===== config.mk =====
export PLATFORM = sky130hd
export DESIGN_NAME = fpu_d_sched
export DESIGN_NICKNAME = d
export VERILOG_FILES = /design/src/rtl/fpu_d_sched.sv
export SDC_FILE = /design/constraint.sdc
export NUM_CORES = 1
export LEC_CHECK = 0
export ABC_CLOCK_PERIOD_IN_PS = 4500
export BUFFER_PORTS_ARGS = -buffer_cell sky130_fd_sc_hd__buf_2
export CAP_MARGIN = 20
export CORE_AREA = 2 2 211 213
export CTS_CLUSTER_SIZE = 20
export DETAILED_ROUTE_END_ITERATION = 8
export DIE_AREA = 0 0 213 215
export PLACE_DENSITY_LB_ADDON = 0.08
export SLEW_MARGIN = 10
export SYNTH_ARGS = -nofsm -noshare
export SYNTH_HDL_FRONTEND = slang
export SYNTH_SLANG_ARGS = --single-unit

===== constraint.sdc =====
create_clock -name clk -period 4.5 [get_ports clk]
set_clock_uncertainty 0.05 [all_clocks]
set_input_delay 0.45 -clock clk [delete_from_list [all_inputs] [get_ports clk]]
set_output_delay 0.45 -clock clk [all_outputs]
set_load 0.01 [all_outputs]

===== src/rtl/fpu_d_sched.sv =====
// Round-robin scheduler sharing one combinational double-precision FPU between two requesters.
// The winning operation's operands are held stable on the FPU inputs for a per-op settle window.
module fpu_d_sched #(
    parameter int LAT_ADD = 2,
    parameter int LAT_MUL = 4,
    parameter int LAT_DIV = 16
) (
    input  logic        clk,
    input  logic        rst,
    input  logic        req0_valid,
    output logic        req0_ready,
    input  logic [63:0] req0_rs1,
    input  logic [63:0] req0_rs2,
    input  logic [2:0]  req0_funct3,
    input  logic [4:0]  req0_rd,
    input  logic        req1_valid,
    output logic        req1_ready,
    input  logic [63:0] req1_rs1,
    input  logic [63:0] req1_rs2,
    input  logic [2:0]  req1_funct3,
    input  logic [4:0]  req1_rd,
    output logic        rsp_valid,
    input  logic        rsp_ready,
    output logic        rsp_id,
    output logic [4:0]  rsp_rd,
    output logic [63:0] rsp_result,
    output logic        rsp_illegal,
    output logic [63:0] fpu_rs1,
    output logic [63:0] fpu_rs2,
    output logic [2:0]  fpu_funct3,
    input  logic [63:0] fpu_result,
    output logic        busy
);

    typedef enum logic [1:0] {IDLE, EXEC, RESP} state_t;

    localparam logic [7:0] CNT_ADD = 8'(LAT_ADD - 1);
    localparam logic [7:0] CNT_MUL = 8'(LAT_MUL - 1);
    localparam logic [7:0] CNT_DIV = 8'(LAT_DIV - 1);

    state_t      state_q, state_d;
    logic        rr_q, rr_d;
    logic [7:0]  cnt_q, cnt_d;
    logic [63:0] rs1_q, rs1_d;
    logic [63:0] rs2_q, rs2_d;
    logic [2:0]  f3_q, f3_d;
    logic [4:0]  rd_q, rd_d;
    logic        id_q, id_d;
    logic [63:0] result_q, result_d;
    logic        illegal_q, illegal_d;

    logic        grant0, grant1;
    logic [2:0]  sel_f3;

    function automatic logic [7:0] settle_load(input logic [2:0] f3);
        case (f3[1:0])
            2'b00, 2'b01: settle_load = CNT_ADD;
            2'b10:        settle_load = CNT_MUL;
            default:      settle_load = CNT_DIV;
        endcase
    endfunction

    // rr names the requester that wins when both are valid
    assign grant0 = req0_valid & (~req1_valid | ~rr_q);
    assign grant1 = req1_valid & (~req0_valid | rr_q);
    assign sel_f3 = grant1 ? req1_funct3 : req0_funct3;

    assign req0_ready  = (state_q == IDLE) & grant0;
    assign req1_ready  = (state_q == IDLE) & grant1;
    assign rsp_valid   = (state_q == RESP);
    assign busy        = (state_q != IDLE);
    assign rsp_id      = id_q;
    assign rsp_rd      = rd_q;
    assign rsp_result  = result_q;
    assign rsp_illegal = illegal_q;
    assign fpu_rs1     = rs1_q;
    assign fpu_rs2     = rs2_q;
    assign fpu_funct3  = f3_q;

    always_comb begin
        state_d   = state_q;
        rr_d      = rr_q;
        cnt_d     = cnt_q;
        rs1_d     = rs1_q;
        rs2_d     = rs2_q;
        f3_d      = f3_q;
        rd_d      = rd_q;
        id_d      = id_q;
        result_d  = result_q;
        illegal_d = illegal_q;
        case (state_q)
            IDLE: begin
                if (grant0 | grant1) begin
                    rr_d  = grant0;
                    id_d  = grant1;
                    rs1_d = grant1 ? req1_rs1 : req0_rs1;
                    rs2_d = grant1 ? req1_rs2 : req0_rs2;
                    rd_d  = grant1 ? req1_rd : req0_rd;
                    f3_d  = sel_f3;
                    if (sel_f3[2]) begin
                        // Unsupported op skips the FPU entirely
                        state_d   = RESP;
                        illegal_d = 1'b1;
                        result_d  = 64'd0;
                    end else begin
                        state_d = EXEC;
                        cnt_d   = settle_load(sel_f3);
                    end
                end
            end
            EXEC: begin
                if (cnt_q == 8'd0) begin
                    result_d  = fpu_result;
                    illegal_d = 1'b0;
                    state_d   = RESP;
                end else begin
                    cnt_d = cnt_q - 8'd1;
                end
            end
            RESP: begin
                if (rsp_ready) begin
                    state_d = IDLE;
                end
            end
            default: state_d = IDLE;
        endcase
    end

    always_ff @(posedge clk) begin
        if (rst) begin
            state_q   <= IDLE;
            rr_q      <= 1'b0;
            cnt_q     <= 8'd0;
            rs1_q     <= 64'd0;
            rs2_q     <= 64'd0;
            f3_q      <= 3'd0;
            rd_q      <= 5'd0;
            id_q      <= 1'b0;
            result_q  <= 64'd0;
            illegal_q <= 1'b0;
        end else begin
            state_q   <= state_d;
            rr_q      <= rr_d;
            cnt_q     <= cnt_d;
            rs1_q     <= rs1_d;
            rs2_q     <= rs2_d;
            f3_q      <= f3_d;
            rd_q      <= rd_d;
            id_q      <= id_d;
            result_q  <= result_d;
            illegal_q <= illegal_d;
        end
    end

endmodule

# Word level (Yosys, flattened, before mapping)
# Index checks and enable logic that the tools add are counted.
[word_totals]
input_bits = 341
wordCells = 63
register_bits = 213
out_inout_bits = 206
[op_classes]
add_sub_neg = 1
n_eq_ne = 10
reduce_logical = 10
bitwise_logic = 10
n_mux = 22
[op_table]
columns = ["operator", "count"]
rows = [
  ["64-bit 2-to-1 mux", 5],
  ["64-bit one-hot mux with 2 select lines", 1],
  ["8-bit 2-to-1 mux", 3],
  ["8-bit one-hot mux with 2 select lines", 1],
  ["8-bit logical NOT", 1],
  ["2-bit 2-to-1 mux", 4],
  ["2-bit != test, second input constant", 4],
  ["4-bit one-hot mux with 2 select lines", 1],
  ["4-bit AND reduction", 2],
  ["8-bit by 1-bit subtractor with 8-bit output, second input constant", 1],
  ["2-bit one-hot mux with 3 select lines", 1],
  ["5-bit 2-to-1 mux", 1],
  ["1-bit AND", 4],
  ["2-bit by 1-bit equality test with 1-bit output, second input constant", 2],
  ["2-bit equality test, second input constant", 2],
  ["2-bit logical NOT", 2],
  ["2-bit by 1-bit != test with 1-bit output, second input constant", 2],
  ["2-bit nonzero test", 2],
  ["1-bit 2-to-1 mux", 3],
  ["3-bit 2-to-1 mux", 1],
  ["1-bit NOT", 3],
  ["1-bit bitwise OR", 3],
  ["3-bit AND reduction", 1],
  ["1-bit one-hot mux with 2 select lines", 1],
  ["2 further kinds", 2],
]

# Longest topological paths before layout
[logic_depth]
word_depth = 10
mapped_depth = 8
depth_no_buf = 7

# Least setup slack after synthesis
# Ideal clock, no wire load.
[synth_timing]
path_type = "register to register"
startpoint = "register cnt_q[0]"
endpoint = "register result_q[10], in the netlist rsp_result[10]"
n_path_buf = 1
synth_period_minus_slack_ns = 1.840
required_ns = 4.333
t_arrival_ns = 1.674
slack_ns = 2.660
setup_ns = 0.117
path_stages_with_launch = 9
path_cell_list = "dfxtp_1 -> inv_1 -> ha_1 -> nor3b_2 -> a21oi_2 -> a311oi_2 -> nor2_2 -> buf_6 -> a22o_1"
[synth_between]
elab_chain_len = 3
[synth_lines]
columns = ["element", "line_no", "rtl"]
rows = [
  ["start, declared", "43", "logic [7:0] cnt_q, cnt_d;"],
  ["start signal, assigned", "144", "cnt_q <= cnt_d;"],
  ["8-bit logical NOT", "112", "if (cnt_q == 8'd0) begin"],
  ["2-bit != test (no source line)", "n/a", ""],
  ["4-bit AND reduction (no source line)", "n/a", ""],
  ["end signal, assigned", "150", "result_q <= result_d;"],
  ["end, declared", "49", "logic [63:0] result_q, result_d;"],
]
# Every way passes these cells.
# A chain may end at the register's enable or synchronous reset.

# Final worst setup path
[layout_timing]
startpoint = "register state_q[1]"
endpoint = "register cnt_q[0]"
[layout_between]
elab_chain_len = 3
word_cells_on_any_way = 8
cone_classes = "eq/ne: 4; mux: 1; reduce/logical: 3"
[layout_lines]
columns = ["element", "line_no", "rtl"]
rows = [
  ["start, declared", "41", "state_t state_q, state_d;"],
  ["start signal, assigned", "142", "state_q <= state_d;"],
  ["2-bit by 1-bit equality test with 1-bit output / 2-bit logical NOT (equally long branches)", "91", "case (state_q)"],
  ["2-bit != test (no source line) (tied with other cells)", "n/a", ""],
  ["4-bit AND reduction (no source line)", "n/a", ""],
]
# Several ways; a longest one is shown, not always the timed one.

==> summary.md <==
| Metric | Value |
|---|---|
| Routed Antenna Nets | `0` |
| Post-CTS setup repair buffer count | `0` |
| Remaining DRCs | `0` |
| RSZ-0062 raised after global routing | `no` |
| CP endpoint kind | `register` |
| Max FO, Critical Path | `88` |
| WP depth | `6` |
| Seq/Total Area, Yosys | `49.4%` |
| Fin. Hold Viols | `0` |
| WP data required | `4.92 ns` |
| Layout cells sized above 1 | `44.8%` |
| Post-CTS Hold Fix Bufs | `0` |
| CTS root buf | `clkbuf_16` |
| Reg2reg path depth | `6` |
| Clock Tree Buf Depth | `3` |
| Total CTS buffers | `28` |
| P_sw | `1.95 mW` |
| Top cells by area, synth | `dfxtp_1, mux2i_1, a211oi_1` |
| Core ar. | `43600 sq um` |
| Startpoint Class | `register` |
| Placer Congestion | `0.796` |
| Placement Cell Area | `11800 sq um` |
| R2R setup slack | `2.10 ns` |
| Mapped Nets | `1186` |
| Worst R2R Start | `state_q[1]` |
| Hpwl dp | `25.6 mm` |
| Vias in the first global route | `8224` |
| Worst r2r dst | `cnt_q[0]` |
| Setup tns final | `0 ns` |
| # resized after CTS | `0` |
| Via/cell ratio | `4.19` |
| Synth cell count leaders | `dfxtp_1, nor2_1, a211oi_1, mux2i_1, a22o_1` |
| Synth Area per Inst | `10.2 sq um` |
| Most frequent cell after synthesis | `dfxtp_1` |
| Final WS setup | `2.10 ns` |
| Row cnt | `77` |
| Static Leak | `6.51 nW` |
| Switching fraction of total power | `32.0%` |
| Tcrit/Tclk final | `53.4%` |
| Yosys reg bits | `213` |
| Combinational share of power | `26.1%` |
| Post-route insts no fill | `1965` |
| Fin crit period | `2.40 ns` |
| Fill cells | `4688` |
| Routed WL | `34.4 mm` |
| WL/cell | `17.5 microns` |
| Hold_sp | `fpu_result[3]` |
| Area taken by flip-flops and latches | `4260 sq um` |
| Initial core utilization | `19.8%` |
| Main synth FF type | `dfxtp_1` |
| Yosys top cell by area | `dfxtp_1` |
| Clock power share | `35.6%` |
| Clock sink count | `213` |
| Largest net degree at the start of global routing | `123` |
| CTS tree | `built` |
| Slew HR | `48.0%` |
| Fmax | `0.416 GHz` |
| Slowest stage cell, crit path | `o21a_4` |
| Cell-internal power | `4.14 mW` |
| Io pins | `547` |
| Distinct cells, synth | `37` |
| I/O Buffers | `546` |
| Most used cell, CP | `nor2_1` |
| CP endpoint | `cnt_q[0]` |
| Worst setup path start | `state_q[1]` |
| Clk Latency, worst-skew pair | `0.55 ns` |
| Max cap viols | `0` |
| Minimum setup slack after placement | `2.00 ns` |
| Die H | `215 microns` |
| Vias | `8233` |
| Mapped cell area | `8640 sq um` |
| First-pass GRT wire length | `50.1 mm` |
| Combined area of the multi-input logic cells | `3960 sq um` |
| Synth-to-layout area growth | `47.4%` |
| Yosys top cell area share | `49.4%` |
| Die area | `45800 sq um` |
| Peak supply drop | `274 uV` |
| Syn Inst Count | `843` |
| Grt ovf | `0` |
| Clock slew at reported path FFs | `0.06 ns` |
| Outcome | `finished clean` |
| Gr usage total | `14.3%` |
| First DRT Iteration DRCs | `304` |
| Post-synth ARST share | `0%` |
| Data arrival, critical path | `2.82 ns` |
| Fin. max-slew vios | `0` |
| Kind of critical path | `register to register` |
| Final Util | `29.2%` |
| H-tree depth | `1` |
| Ys Warns | `0` |
| Crit path buffers/inverters | `1` |
| Worst hold path type | `primary input to register` |
| EDFF count, synth | `0` |
| Antenna violations before repair | `9` |
| Die width | `213 microns` |
| First-pass DRT Iterations | `4` |
| Worst path max stage delay | `0.68 ns` |
| Fin area | `12700 sq um` |
| Setup violations, final | `0` |
| Power Density | `478 nW/um^2` |
| Slew @ Worst Pin | `0.780 ns` |
| Sequence of cells on the critical path | `nor2_1, o21a_4, buf_12, a31o_2, nor2_1, a211oi_1` |
| Dpl cells | `1913` |
| Family with the most delay on the worst path | `compound AO/OA/AOI/OAI gates` |
| NumNets Final | `1694` |
| Sequential share of power | `38.3%` |
[worst min-delay path by stage]
stage / endpoint / depth (start not counted)
3_5_place_dp: rsp_result[55] / 1
4_1_cts: rsp_result[5] / 2
6_report: rsp_result[3] / 2
2_1_floorplan: rr_q / 1
5_1_grt: rsp_result[2] / 2
3_3_place_gp: rsp_result[22] / 1
[layer usage]
layer,global-route usage (%),up-vias,routed length [microns]
li1,-,4153,-
met4,4.76,12,956
met1,15.9,3684,13200
met5,0,-,74
met3,4.95,64,3150
met2,25.3,320,17000
[through the flow]
| stage | hold WS [ns] | power (mW) |
|---|---|---|
| 3_3_place_gp | 0.401 | 4.00 |
| 6_report | 0.0605 | 6.09 |
| 2_1_floorplan | 0.412 | 3.32 |
| 5_1_grt | 0.0383 | 6.47 |
| 3_5_place_dp | 0.399 | 3.99 |
| 4_1_cts | 0.0232 | 6.24 |
[worst reg2reg max path: stages (launching register included)]
cell,delay [ns]
dfxtp_1,0.34
nor2_1,0.32
o21a_4,0.68
buf_12,0.38
a31o_2,0.31
nor2_1,0.05
a211oi_1,0.21
[state kept, by name (all words and copies together) (netlist names)]
register     cells
rsp_illegal      1
rsp_result      64
rsp_id           1
state_q          2
fpu_rs1         64
rsp_rd           5
rr_q             1
fpu_rs2         64
fpu_funct3       3
cnt_q            8
[cells by family after synthesis]
logic type                 count (synthesis)  share of synthesized area [%]
DFF                                      213                           49.4
buffers and inverters                     83                           5.07
adders and majority gates                  2                          0.290
AOI/OAI and AO/OA                        232                           21.2
muxes                                    134                           15.5
and+or+nand+nor                          179                           8.60
[cells in the final DEF (no fill, tap or decap), types with 2 or more instances in the layout]
master,synthesis,layout
buf_2,29,545
a22o_2,4,4
a21oi_2,2,2
dfxtp_1,213,213
clkinv_2,0,5
nand2_1,11,10
a31o_2,3,3
a22o_1,60,60
inv_1,8,8
clkbuf_8,0,5
nand2b_1,2,2
diode_2,0,3
nor3_1,4,4
a21bo_2,2,2
o21ai_0,4,4
clkbuf_1,33,9
a31oi_1,3,3
nand3_1,5,5
a311oi_1,5,5
ha_1,2,2
buf_12,0,5
buf_4,0,3
a211oi_1,136,136
a21oi_1,8,8
nor2_1,148,148
clkbuf_16,0,29
mux2i_1,134,134
[power by group through the flow]
stage	clock [mW]	combinational (mW)	sequential, mW
2_1_floorplan	0	0.824	2.49
3_3_place_gp	0	1.63	2.36
3_5_place_dp	0	1.63	2.37
4_1_cts	2.28	1.63	2.33
5_1_grt	2.34	1.77	2.37
6_report	2.17	1.59	2.33
[final cells by class]
type	count	share of cell area, %
clock inverters	6	0.432
well taps	592	5.82
repair buffers	553	22.4
clock buffers	43	6.50
diodes	3	0.0590
inverters	8	0.236
multi-input cells	547	31.1
flip-flops and latches	213	33.5
Power figures use the tool's default switching activity.
